`config.mk`:
```
export PLATFORM = sky130hd
export DESIGN_NAME = fp_add_operand_feeder_flat
export DESIGN_NICKNAME = d
export VERILOG_FILES = /design/src/rtl/fp_add_operand_feeder_if.sv /design/src/rtl/fp_add_operand_feeder.sv /design/src/flat_wrapper.sv
export SDC_FILE = /design/constraint.sdc
export NUM_CORES = 1
export LEC_CHECK = 0
export ABC_AREA = 1
export BUFFER_PORTS_ARGS = -buffer_cell sky130_fd_sc_hd__clkbuf_2
export CORE_ASPECT_RATIO = 1.2
export CORE_MARGIN = 3
export CORE_UTILIZATION = 55
export DETAILED_ROUTE_END_ITERATION = 8
export GPL_TIMING_DRIVEN = 0
export PLACE_DENSITY = 0.73
export SETUP_SLACK_MARGIN = 0.4
export SLEW_MARGIN = 20
export SYNTH_ARGS = -nofsm -noshare
export SYNTH_HDL_FRONTEND = slang
export SYNTH_SLANG_ARGS = --single-unit
```
`constraint.sdc`:
```
create_clock -name clk_44 -period 3.05 [get_ports clk_44]
set_input_delay 0.305 -clock clk_44 [delete_from_list [all_inputs] [get_ports clk_44]]
set_output_delay 0.305 -clock clk_44 [all_outputs]
set_load 0.03 [all_outputs]
```
`src/rtl/fp_add_operand_feeder_if.sv`:
```
// Operand-feeder bus: upstream valid/ready operand pairs and the issue-side adder operands.
// The slave modport is the feeder's side of the bus.
interface fp_add_operand_feeder_if #(
    parameter logic [1:0]  s     = 2'b00,
    parameter int unsigned DEPTH = 4
);
    localparam int unsigned REG_SIZE = (s == 2'b00) ? 16 : (s == 2'b01) ? 32 : 64;
    localparam int unsigned CW       = $clog2(DEPTH) + 1;

    logic [REG_SIZE-1:0] inA_44;
    logic [REG_SIZE-1:0] inB_44;
    logic                in_valid_44;
    logic                in_ready_44;
    logic [REG_SIZE-1:0] addIn1_44;
    logic [REG_SIZE-1:0] addIn2_44;
    logic                issue_valid_44;
    logic                swap_44;
    logic [2:0]          special_44;
    logic [CW-1:0]       count_44;

    modport master (
        output inA_44, inB_44, in_valid_44,
        input  in_ready_44, addIn1_44, addIn2_44, issue_valid_44, swap_44, special_44, count_44
    );

    modport slave (
        input  inA_44, inB_44, in_valid_44,
        output in_ready_44, addIn1_44, addIn2_44, issue_valid_44, swap_44, special_44, count_44
    );
endinterface

```
`src/rtl/fp_add_operand_feeder.sv`:
```
// Issue stage for the FP adder: buffers operand pairs, orders them by magnitude,
// flags NaN/Inf/zero and holds each pair on the adder inputs for HOLD cycles.
module fp_add_operand_feeder #(
    parameter logic [1:0]  s     = 2'b00,
    parameter int unsigned DEPTH = 4,
    parameter int unsigned HOLD  = 8
) (
    input logic                    clk_44,
    input logic                    reset_44,
    fp_add_operand_feeder_if.slave bus
);
    localparam int unsigned REG_SIZE = (s == 2'b00) ? 16 : (s == 2'b01) ? 32 : 64;
    localparam int unsigned EXP_SIZE = (s == 2'b00) ? 5 : (s == 2'b01) ? 8 : 11;
    localparam int unsigned FRA_SIZE = REG_SIZE - EXP_SIZE - 1;
    localparam int unsigned PW       = $clog2(DEPTH);
    localparam int unsigned CW       = PW + 1;
    localparam int unsigned HW       = $clog2(HOLD);

    typedef enum logic [0:0] {StIdle, StHold} state_e;

    state_e                state_q, state_d;
    logic [2*REG_SIZE-1:0] mem_q [DEPTH];
    logic [PW-1:0]         wr_ptr_q, rd_ptr_q;
    logic [CW-1:0]         count_q, count_d;
    logic [HW-1:0]         hold_q, hold_d;
    logic                  push, load;

    logic [2*REG_SIZE-1:0] head;
    logic [REG_SIZE-1:0]   head_a, head_b, big_d, small_d;
    logic                  swap_d;
    logic [2:0]            special_d, class_a, class_b;

    logic [REG_SIZE-1:0]   add1_q, add2_q;
    logic                  swap_q, issue_q;
    logic [2:0]            special_q;

    // Returns {nan, inf, zero} for one operand.
    function automatic logic [2:0] classify(input logic [REG_SIZE-1:0] x);
        logic exp_ones, frac_zero;
        exp_ones  = &x[REG_SIZE-2 -: EXP_SIZE];
        frac_zero = ~|x[FRA_SIZE-1:0];
        return {exp_ones & ~frac_zero, exp_ones & frac_zero, ~|x[REG_SIZE-2:0]};
    endfunction

    assign bus.in_ready_44 = (count_q < CW'(DEPTH));
    assign push            = bus.in_valid_44 && bus.in_ready_44;

    always_comb begin
        head    = mem_q[rd_ptr_q];
        head_a  = head[2*REG_SIZE-1 -: REG_SIZE];
        head_b  = head[REG_SIZE-1:0];
        // Exponent-then-fraction ordering collapses to one unsigned compare of the non-sign bits.
        swap_d  = head_b[REG_SIZE-2:0] > head_a[REG_SIZE-2:0];
        big_d   = swap_d ? head_b : head_a;
        small_d = swap_d ? head_a : head_b;
        class_a = classify(head_a);
        class_b = classify(head_b);
        special_d = {class_a[2] | class_b[2], class_a[1] | class_b[1], class_a[0] & class_b[0]};
    end

    always_comb begin
        state_d = state_q;
        hold_d  = hold_q;
        load    = 1'b0;
        unique case (state_q)
            StIdle: begin
                if (count_q != '0) begin
                    load    = 1'b1;
                    state_d = StHold;
                end
            end
            StHold: begin
                if (hold_q == '0) begin
                    if (count_q != '0) begin
                        load = 1'b1;
                    end else begin
                        state_d = StIdle;
                    end
                end else begin
                    hold_d = hold_q - HW'(1);
                end
            end
            default: state_d = StIdle;
        endcase
        if (load) begin
            hold_d = HW'(HOLD - 1);
        end
        count_d = count_q + CW'(push) - CW'(load);
    end

    always_ff @(posedge clk_44) begin
        if (!reset_44 && push) begin
            mem_q[wr_ptr_q] <= {bus.inA_44, bus.inB_44};
        end
    end

    always_ff @(posedge clk_44) begin
        if (reset_44) begin
            state_q   <= StIdle;
            wr_ptr_q  <= '0;
            rd_ptr_q  <= '0;
            count_q   <= '0;
            hold_q    <= '0;
            issue_q   <= 1'b0;
            add1_q    <= '0;
            add2_q    <= '0;
            swap_q    <= 1'b0;
            special_q <= '0;
        end else begin
            state_q <= state_d;
            count_q <= count_d;
            hold_q  <= hold_d;
            issue_q <= load;
            if (push) begin
                wr_ptr_q <= wr_ptr_q + PW'(1);
            end
            if (load) begin
                rd_ptr_q  <= rd_ptr_q + PW'(1);
                add1_q    <= big_d;
                add2_q    <= small_d;
                swap_q    <= swap_d;
                special_q <= special_d;
            end
        end
    end

    assign bus.addIn1_44      = add1_q;
    assign bus.addIn2_44      = add2_q;
    assign bus.swap_44        = swap_q;
    assign bus.special_44     = special_q;
    assign bus.issue_valid_44 = issue_q;
    assign bus.count_44       = count_q;
endmodule

```
`src/flat_wrapper.sv`:
```
// flat-port wrapper written by rule: the top's interface ports become plain ports
module fp_add_operand_feeder_flat 
#(
    parameter logic [1:0]  s     = 2'b00,
    parameter int unsigned DEPTH = 4,
    parameter int unsigned HOLD  = 8
)
  (clk_44, reset_44, bus_inA_44, bus_inB_44, bus_in_valid_44, bus_in_ready_44, bus_addIn1_44, bus_addIn2_44, bus_issue_valid_44, bus_swap_44, bus_special_44, bus_count_44);
  fp_add_operand_feeder_if #(.s(s), .DEPTH(DEPTH)) bus_i ();
  input logic clk_44;
  input logic reset_44;
  input wire logic [$bits(bus_i.inA_44)-1:0] bus_inA_44;
  input wire logic [$bits(bus_i.inB_44)-1:0] bus_inB_44;
  input wire logic [$bits(bus_i.in_valid_44)-1:0] bus_in_valid_44;
  output wire logic [$bits(bus_i.in_ready_44)-1:0] bus_in_ready_44;
  output wire logic [$bits(bus_i.addIn1_44)-1:0] bus_addIn1_44;
  output wire logic [$bits(bus_i.addIn2_44)-1:0] bus_addIn2_44;
  output wire logic [$bits(bus_i.issue_valid_44)-1:0] bus_issue_valid_44;
  output wire logic [$bits(bus_i.swap_44)-1:0] bus_swap_44;
  output wire logic [$bits(bus_i.special_44)-1:0] bus_special_44;
  output wire logic [$bits(bus_i.count_44)-1:0] bus_count_44;
  assign bus_i.inA_44 = bus_inA_44;
  assign bus_i.inB_44 = bus_inB_44;
  assign bus_i.in_valid_44 = bus_in_valid_44;
  assign bus_in_ready_44 = bus_i.in_ready_44;
  assign bus_addIn1_44 = bus_i.addIn1_44;
  assign bus_addIn2_44 = bus_i.addIn2_44;
  assign bus_issue_valid_44 = bus_i.issue_valid_44;
  assign bus_swap_44 = bus_i.swap_44;
  assign bus_special_44 = bus_i.special_44;
  assign bus_count_44 = bus_i.count_44;
  fp_add_operand_feeder #(.s(s), .DEPTH(DEPTH), .HOLD(HOLD)) u_core (.clk_44(clk_44), .reset_44(reset_44), .bus(bus_i));
endmodule
```
==> flow_summary.ini, run 1 <==
[synthesis]
synth_common_cells = nand2_1 (230), edfxtp_1 (128), nand3_1 (98)
synth_nets = 870
synth_cell_types = 30
synth_top_area_share_pct = 47.9
ys_warn_count = 0
ys_ff_latch = 178
syn_area_um2 = 8020
synth_area_leaders = edfxtp_1 (48%), dfxtp_1 (12%), nand2_1 (11%), nand3_1 (6.1%), ha_1 (3.6%)
yosysSeqAreaShare_pct = 60.4
synthArstFlopShare_pct = 0
synthCells = 811
synth.avg_cell_area_um2 = 9.89
synth_top_cell_by_area = edfxtp_1
yosysMostFrequentCell = nand2_1
synth_ff_type = edfxtp_1
synth_edf_count = 128

[clock_tree]
clk_pin_slew_worst_paths_ps = 70
cts_root_buf = clkbuf_16
clock-sinks = 178
cts_buffers = 17
ctsHoldBuffers = 0
insertion_delay_ps = 440
clockBufferDepth = 2
cts_tree = built
h-tree-depth = 4

[placement]
place_ws_ps = 286
dp.cells = 1060
gp_congestion = 0.916
place_hpwl_um = 12700
io_buffers = 74

[floorplan]
dieArea_um2 = 16100
pin_count = 76
die_x_um = 116
core_area_um2 = 14100
fp-row-count = 47
start_util_pct = 57.1
die_h_um = 138

[cells_and_area]
area_delta_synth_final_pct = 19.9
drive_gt1_share_pct = 24.9
seq_area_um2 = 4850
instances_no_fill = 1099
multi_input_area_um2 = 2740
layout.nets = 974
utilization_pct = 68.4
antennaDiodeCount = 0
fillers = 1070

[setup_path]
crit_top_cell = nand2_2
reg2reg_slack_ps = 510
critPathMaxStageDelay_ps = 410
path_max_fanout = 10
crit_buf_inv = 6
worstRegToRegCells = 18
worstSetupPathType = register to register
cp_cell_sequence = buf_8, buf_6, nand2_1, nand3_1, nand2_2, inv_1, ha_4, nand2_2, inv_1, a21oi_1, nand2_1, nand2_2, nand2_4, nand2_4, buf_8, buf_12, nand2_2, a31oi_2
critPathSlowestCell = dfxtp_4
worstPathRequired_ps = 3420
crit_family = buffers and inverters
start_kind = register
end_kind = register
worst_ep_arrival_time_ps = 2900
worstReg2RegEnd = u_core.bus.addIn1_44[5]$_SDFFE_PP0N_

[power]
vdd_ir_drop_max_v = 0.000523
powerDensity_nw_per_um2 = 1220
power.total_mw = 11.7
p_leak_nw = 4.10

[routing]
num_vias = 5940
dr.first_iter.drc_count = 475
vias_per_cell = 5.40
final_antenna_net_count = 0
first_pass_iters = 4
post_drt_wl_per_cell_um = 16.6
drc = 0
totalWireLength_um = 18300

[timing]
fmax_mhz = 394
hold_violations = 0
fin_worst_skew_ps = 8.74
tightest_slew_ps = 613
setup_viol = 0
period_minus_slack_ps = 2540
post-route-period-util_pct = 83.2
grt_setup_unrepaired = true
slew-limit-headroom_pct = 59.0
fin_ws_ps = 513
finalMaxSlewViolations = 0
hold_ws_ps = 75.5

[grt]
grt_pass1_vias = 5600
grt_max_degree = 24
grt_pass1_wl_um = 28500
grt_usage_pct = 23.2
antenna_found_initial = 0
grt_remaining_overflow = 0

[min_path]
hold_class = input pin to register
whs_endpoint = u_core.mem_q[2][29]$_DFFE_PP_
min_delay_path_depth = 1
worstHoldStart = bus_inA_44[13]

[flow_run]
cap_violations = 0

[outcome]
status = finished, final reports clean
## cells by family after synthesis
family / share of synthesized area, %
DFF: 60.4
buffers and inverters: 7.34
xor gates and xnor gates: 0.109
AOI/OAI and AO/OA: 6.71
and+or+nand+nor: 21.6
adders and majority gates: 3.84
## cell type report
class                      count  share of cell area, %
multi-input combinational    515                   28.5
timing repair buffer          85                   5.57
clock inverter                14                   2.07
sequential                   178                   50.4
inverter                      78                   3.12
tap                          171                   2.22
clock buffer                  18                   4.46
buffer                        40                   3.64
## worst reg2reg max path: cells and delay by family (launching register included)
| kind | cells | cell delay (ps) |
|---|---|---|
| flip-flops | 1 | 410 |
| AND/OR/NAND/NOR | 9 | 780 |
| AO/OA/AOI/OAI | 2 | 280 |
| buffers and inverters | 6 | 770 |
| adder cells (fa/ha/maj) | 1 | 230 |
## routing by layer
layer / track usage, % / share of wire, %
met5: 0 / 0
met4: 9.71 / 3.1
met3: 5.24 / 5.9
met2: 37.6 / 49
met1: 29.9 / 42
## where the power goes
part           internal, mW  switching [mW]  leakage, nW
Combinational          2.18            4.09         2.23
Sequential             2.95           0.160         1.57
Clock                  1.38           0.930        0.301
Total                  6.51            5.18         4.10
## layout by cell type (no fill, tap or decap), types with 18 or more instances in the layout
cell,instances
dfxtp_1,49
nand2_1,214
clkbuf_16,18
nand2_2,33
o21ai_0,35
clkbuf_2,76
inv_1,60
nand3_1,97
ha_1,19
edfxtp_1,128
nor2_1,42
## state kept, by name, summed over array words and instances (netlist names), named ones only
name                       flops
u_core.mem_q                 128
u_core.bus.addIn1_44          16
u_core.bus.addIn2_44          16
u_core.bus.count_44            3
u_core.bus.special_44          3
u_core.hold_q                  3
u_core.rd_ptr_q                2
u_core.wr_ptr_q                2
u_core.bus.issue_valid_44      1
u_core.bus.swap_44             1
u_core.state_q                 1
## how the worst max path moves through the flow
stage | endpoint | slack, ps | cells past startpoint
floorplan | u_core.mem_q[0][0]$_DFFE_PP_ | 320 | 5
global route | u_core.bus.addIn2_44[13]$_SDFFE_PP0N_ | 370 | 19
global placement | u_core.mem_q[3][15]$_DFFE_PP_ | -1220 | 5
finish | u_core.bus.addIn1_44[5]$_SDFFE_PP0N_ | 510 | 18
detailed placement | u_core.bus.count_44[1]$_SDFF_PP0_ | 290 | 13
CTS | u_core.bus.count_44[2]$_SDFF_PP0_ | 400 | 14
## repair_timing
action                     CTS  global route
resized for setup            4            54
hold endpoints to repair     0             0
buffers inserted             0             6
pin swaps                    0             9
setup endpoints to repair   15            35
cloned                       0             1
## per-stage QoR
step | area (um^2) | setup TNS (ps)
after floorplan | 8020 | 0
after global placement | 8610 | -145480
after detailed placement | 8730 | 0
after CTS | 9370 | 0
after global routing | 9620 | 0
final | 9620 | 0
Power figures use the tool's default switching activity.
==> run 2, diff against run 1 <==
--- a/config.mk
+++ b/config.mk
@@ -9,7 +9,7 @@
 export BUFFER_PORTS_ARGS = -buffer_cell sky130_fd_sc_hd__clkbuf_2
 export CORE_ASPECT_RATIO = 1.2
 export CORE_MARGIN = 3
-export CORE_UTILIZATION = 55
+export CORE_UTILIZATION = 53
 export DETAILED_ROUTE_END_ITERATION = 8
 export GPL_TIMING_DRIVEN = 0
 export PLACE_DENSITY = 0.73
==> constraint.sdc (replaced) <==
create_clock -name clk_44 -period 2.06 [get_ports clk_44]
set_input_delay 0.206 -clock clk_44 [delete_from_list [all_inputs] [get_ports clk_44]]
set_output_delay 0.206 -clock clk_44 [all_outputs]
set_load 0.03 [all_outputs]
==> run 2 against run 1 <==
Compared with the run above:
- the flow now finishes with violations (negative setup slack)
- fmax increased by 1.3%
- die area increased by 3.6%
- non-clock buffer count increased by 72
- sequential cell count unchanged
- total power increased by 73%
- critical path depth unchanged
- worst hold slack got worse by 60 ps
- register-to-register slack got worse by 960 ps
- via count increased by 11%
- largest cell class unchanged
- highest routed layer unchanged
==> flow_summary.ini, run 2 (synthesis gave the netlist of run 1 again) <==
[routing]
vias_per_cell = 5.47
first_pass_iters = 7
dr.first_iter.drc_count = 652
met1_length_um = 8760
top_layer = met4
post_drt_wl_per_cell_um = 18.4
totalWireLength_um = 22100
wl_met3_um = 1490
drc = 0
num_vias = 6583
wl_met2_um = 11000
final_antenna_net_count = 0

[floorplan]
core_area_um2 = 14600
dieArea_um2 = 16700
pin_count = 76
die_h_um = 141
die_x_um = 118
fp-row-count = 48
start_util_pct = 55.0

[flow_run]
cap_violations = 0

[cells_and_area]
utilization_pct = 74.8
instances_no_fill = 1203
area_delta_synth_final_pct = 36.1
design_area_um2 = 10900
drive_gt1_share_pct = 37.6
layout.nets = 1050
largest_register_ffs = 128
largest-register = u_core.mem_q
antennaDiodeCount = 0
fillers = 941
final_common_cell = nand2_1
final_cell_mix = nand2_1 (184), edfxtp_1 (128), nand3_1 (76), clkbuf_2 (76), nand2_2 (54)

[timing]
finalMaxSlewViolations = 0
slew-limit-headroom_pct = 59.6
fin_worst_skew_ps = 6.45
grt_setup_unrepaired = true
period_minus_slack_ps = 2500
fin_ws_ps = -444
tns_ps = -12690
tightest_slew_ps = 606
setup_viol = 34
fmax_mhz = 399
hold_ws_ps = 15.8
post-route-period-util_pct = 122
hold_violations = 0

[placement]
dp.cells = 1085
gp_congestion = 0.893
io_buffers = 74
place_hpwl_um = 12500
placed_cell_area_um2 = 8810
place_ws_ps = -574

[setup_path]
start_kind = register
worstPathRequired_ps = 2400
critPathMaxStageDelay_ps = 390
crit_buf_inv = 6
cp_cell_sequence = buf_12, buf_8, nand2_1, nand3_1, nand2_2, inv_4, ha_4, nand2_4, nor2_4, nand3_2, nor2_2, nand2_2, nand2_4, buf_6, buf_6, buf_6, nand3_2, a31oi_1
crit_family = simple AND/OR/NAND/NOR gates
crit_top_cell = buf_6
end_kind = register
worst_ep_arrival_time_ps = 2840
path_max_fanout = 6
critPathSlowestCell = dfxtp_4
worstSetupPathType = register to register

[power]
p_leak_nw = 4.56
power.total_mw = 20.3
vdd_ir_drop_max_v = 0.000922
powerDensity_nw_per_um2 = 1860

[clock_tree]
clockBufferDepth = 2
h-tree-depth = 4
cts_tree = built
insertion_delay_ps = 430
cts_root_buf = clkbuf_16
clock-sinks = 178
clk_pin_slew_worst_paths_ps = 70
cts_buffers = 17

[grt]
grt_remaining_overflow = 0
grt_pass1_vias = 6444
grt_max_degree = 17
grt_pass1_wl_um = 33500
grt_usage_pct = 26.1
antenna_found_initial = 0

[min_path]
hold_class = input pin to register

[outcome]
status = complete, but fails checks
violations = negative setup slack
-- run 2: cell count changes in the layout (fill, tap and decap cells not counted), sizes merged --
cell / previous run / this run
dlygate4sd3: 0 / 26
clkinv: 3 / 5
nor2: 51 / 55
buf: 41 / 87
inv: 83 / 82
bufinv: 4 / 2
-- run 2: path summary, 6_finish.rpt --
check,end,from,cells past startpoint,slack [ps]
worst min register to register,u_core.bus.addIn2_44[15]$_SDFFE_PP0N_,u_core.bus.addIn2_44[15]$_SDFFE_PP0N_,2,470
worst max-delay path,u_core.bus.addIn2_44[8]$_SDFFE_PP0N_,register,18,-440
worst max register to register,u_core.bus.addIn2_44[8]$_SDFFE_PP0N_,register,18,-440
worst min-delay path,u_core.mem_q[2][9]$_DFFE_PP_,bus_inB_44[9],1,20
-- run 2: power breakdown --
group / internal [mW] / switching [mW]
clock: 1.80 / 1.39
combinational: 5.02 / 7.41
sequential: 4.38 / 0.275
-- run 2: layer usage --
metal,up-vias,GRT usage (%)
met2,293,45.1
li1,3082,-
met1,3121,32.0
met4,0,9.51
met3,87,6.26
met5,-,0
-- run 2: final cells by class --
| type | count | area (um^2) | area share (%) |
|---|---|---|---|
| inverter | 78 | 343 | 3.14 |
| tap | 200 | 250 | 2.29 |
| clock inverter | 13 | 153 | 1.40 |
| sequential | 178 | 4860 | 44.5 |
| clock buffer | 18 | 429 | 3.93 |
| timing repair buffer | 157 | 1260 | 11.6 |
| multi-input combinational | 519 | 3210 | 29.4 |
| buffer | 40 | 415 | 3.81 |
-- run 2: what timing repair did --
item | in CTS | in global routing
endpoints found under the setup margin | 167 | 121
setup buffers | 36 | 15
endpoints found under the hold margin | 99 | 0
hold buffers | 26 | 0
pin swaps | 53 | 26
cloned | 10 | 0
gates resized for setup | 133 | 45
-- run 2: worst register-to-register path, delay by kind of cell (launching register included) --
family / cells / cell delay (ps)
simple gates: 10 / 870
flops: 1 / 390
compound gates: 1 / 230
fa+ha+maj: 1 / 270
buf+inv: 6 / 650
==> run 3, diff against run 2 <==
--- a/config.mk
+++ b/config.mk
@@ -10,6 +10,7 @@
 export CORE_ASPECT_RATIO = 1.2
 export CORE_MARGIN = 3
 export CORE_UTILIZATION = 53
+export CTS_BUF_LIST = sky130_fd_sc_hd__clkbuf_16
 export DETAILED_ROUTE_END_ITERATION = 8
 export GPL_TIMING_DRIVEN = 0
 export PLACE_DENSITY = 0.73
==> run 3 against run 2 <==
Compared with the run above:
- the flow still finishes with violations (negative setup slack)
- clock skew grew 3.5 ps
- clock power is essentially flat
- via count increased by 0.27%
- combinational power is essentially flat
- largest cell class unchanged
- largest power group unchanged
==> flow_summary.ini, run 3 (synthesis gave the netlist of run 1 again) <==
[timing]
grt_setup_unrepaired = true
slew-limit-headroom_pct = 58.9
tightest_slew_ps = 617
fmax_mhz = 405
post-route-period-util_pct = 120
fin_worst_skew_ps = 9.91
finalMaxSlewViolations = 0
fin_ws_ps = -410
period_minus_slack_ps = 2470
setup_viol = 34
hold_violations = 0
tns_ps = -12210
hold_ws_ps = 15.9

[grt]
grt_pass1_vias = 6438
grt_usage_pct = 26.0
antenna_found_initial = 0
grt_pass1_wl_um = 33300
grt_max_degree = 17
grt_remaining_overflow = 0

[routing]
totalWireLength_um = 22300
first_pass_iters = 7
drc = 0
wl_met2_um = 11200
num_vias = 6601
top_layer = met4
post_drt_wl_per_cell_um = 18.5
met1_length_um = 8570
wl_met3_um = 1750
final_antenna_net_count = 0
vias_per_cell = 5.49
dr.first_iter.drc_count = 711

[setup_path]
end_kind = register
worst_ep_arrival_time_ps = 2800
reg2reg_slack_ps = -410
worstPathRequired_ps = 2390
path_max_fanout = 6
worstRegToRegCells = 19
worstReg2RegEnd = u_core.bus.addIn2_44[7]$_SDFFE_PP0N_
worstSetupPathType = register to register
start_kind = register

[cells_and_area]
largest_register_ffs = 128
utilization_pct = 74.8
final_common_cell = nand2_1
area_delta_synth_final_pct = 36.1
final_cell_mix = nand2_1 (183), edfxtp_1 (128), nand3_1 (76), clkbuf_2 (76), nand2_2 (55)
design_area_um2 = 10900
drive_gt1_share_pct = 37.7
layout.nets = 1050
largest-register = u_core.mem_q
antennaDiodeCount = 0

[placement]
placed_cell_area_um2 = 8810
gp_congestion = 0.893
io_buffers = 74
place_hpwl_um = 12500

[clock_tree]
h-tree-depth = 4
clk_pin_slew_worst_paths_ps = 70
clock-sinks = 178
insertion_delay_ps = 430
cts_buffers = 17
cts_tree = built
cts_root_buf = clkbuf_16
clockBufferDepth = 2

[min_path]
worstHoldStart = bus_inB_44[11]
hold_class = input pin to register
min_delay_path_depth = 1
whs_endpoint = u_core.mem_q[0][11]$_DFFE_PP_

[outcome]
violations = negative setup slack
status = complete, but fails checks

[floorplan]
start_util_pct = 55.0
die_x_um = 118
pin_count = 76
fp-row-count = 48
core_area_um2 = 14600
die_h_um = 141
dieArea_um2 = 16700

[power]
vdd_ir_drop_max_v = 0.000884
powerDensity_nw_per_um2 = 1860
p_leak_nw = 4.56

[flow_run]
cap_violations = 0
-- run 3: critical path, cell delays in order, from the launching register on --
cell,delay [ps]
dfxtp_4,390
buf_12,160
buf_8,140
nand2_1,50
nand3_1,80
nand2_2,130
inv_4,60
ha_4,270
nand2_4,60
nor2_4,120
nand3_2,90
nor2_2,90
nand2_2,80
nand2_4,100
nand2_4,90
buf_6,140
nand2_1,80
nand2_1,50
o21ai_1,130
inv_1,50
-- run 3: per-layer routing --
| metal | global-route usage [%] | vias up |
|---|---|---|
| met4 | 9.32 | 0 |
| met2 | 45.4 | 336 |
| met5 | 0 | - |
| met3 | 6.30 | 64 |
| li1 | - | 3078 |
| met1 | 31.5 | 3123 |
-- run 3: layout make-up --
class / instances / area, um^2
sequential: 178 / 4860
tap: 200 / 250
fill: 931 / 3670
clock buffer: 17 / 425
clock inverter: 14 / 156
multi-input combinational: 519 / 3210
buffer: 40 / 415
timing repair buffer: 157 / 1260
inverter: 78 / 343
-- run 3: worst max-delay path by stage --
| stage | slack [ps] | start | cells past startpoint | to |
|---|---|---|---|---|
| after global placement | -500 | register | 17 | u_core.bus.addIn1_44[1]$_SDFFE_PP0N_ |
| after CTS | -380 | register | 19 | u_core.bus.addIn1_44[2]$_SDFFE_PP0N_ |
| after floorplan | -160 | register | 19 | u_core.bus.addIn1_44[3]$_SDFFE_PP0N_ |
| after global routing | -570 | register | 19 | u_core.bus.addIn2_44[13]$_SDFFE_PP0N_ |
| after detailed placement | -570 | register | 14 | u_core.bus.addIn2_44[2]$_SDFFE_PP0N_ |
| final | -410 | register | 19 | u_core.bus.addIn2_44[7]$_SDFFE_PP0N_ |
-- run 3: report_power, final --
| group | leakage (nW) | switching (mW) | internal, mW |
|---|---|---|---|
| registers | 1.58 | 0.276 | 4.38 |
| logic | 2.70 | 7.41 | 5.02 |
| clock network | 0.283 | 1.40 | 1.80 |
-- run 3: timing repair --
item	4_1_cts	5_1_grt
buffers inserted	36	15
gates resized for setup	133	46
gates cloned	10	0
endpoints found under the setup margin	167	121
pin swaps	54	27
endpoints found under the hold margin	99	0
hold buffers	26	0
-- run 3: through the flow --
stage | instances | total power [mW] | setup slack (ps)
after floorplan | 811 | 11.1 | -160
after global placement | 1085 | 13.1 | -505
after detailed placement | 1085 | 13.3 | -574
after CTS | 1188 | 19.1 | -379
after global routing | 1203 | 21.4 | -568
final | 1203 | 20.3 | -410
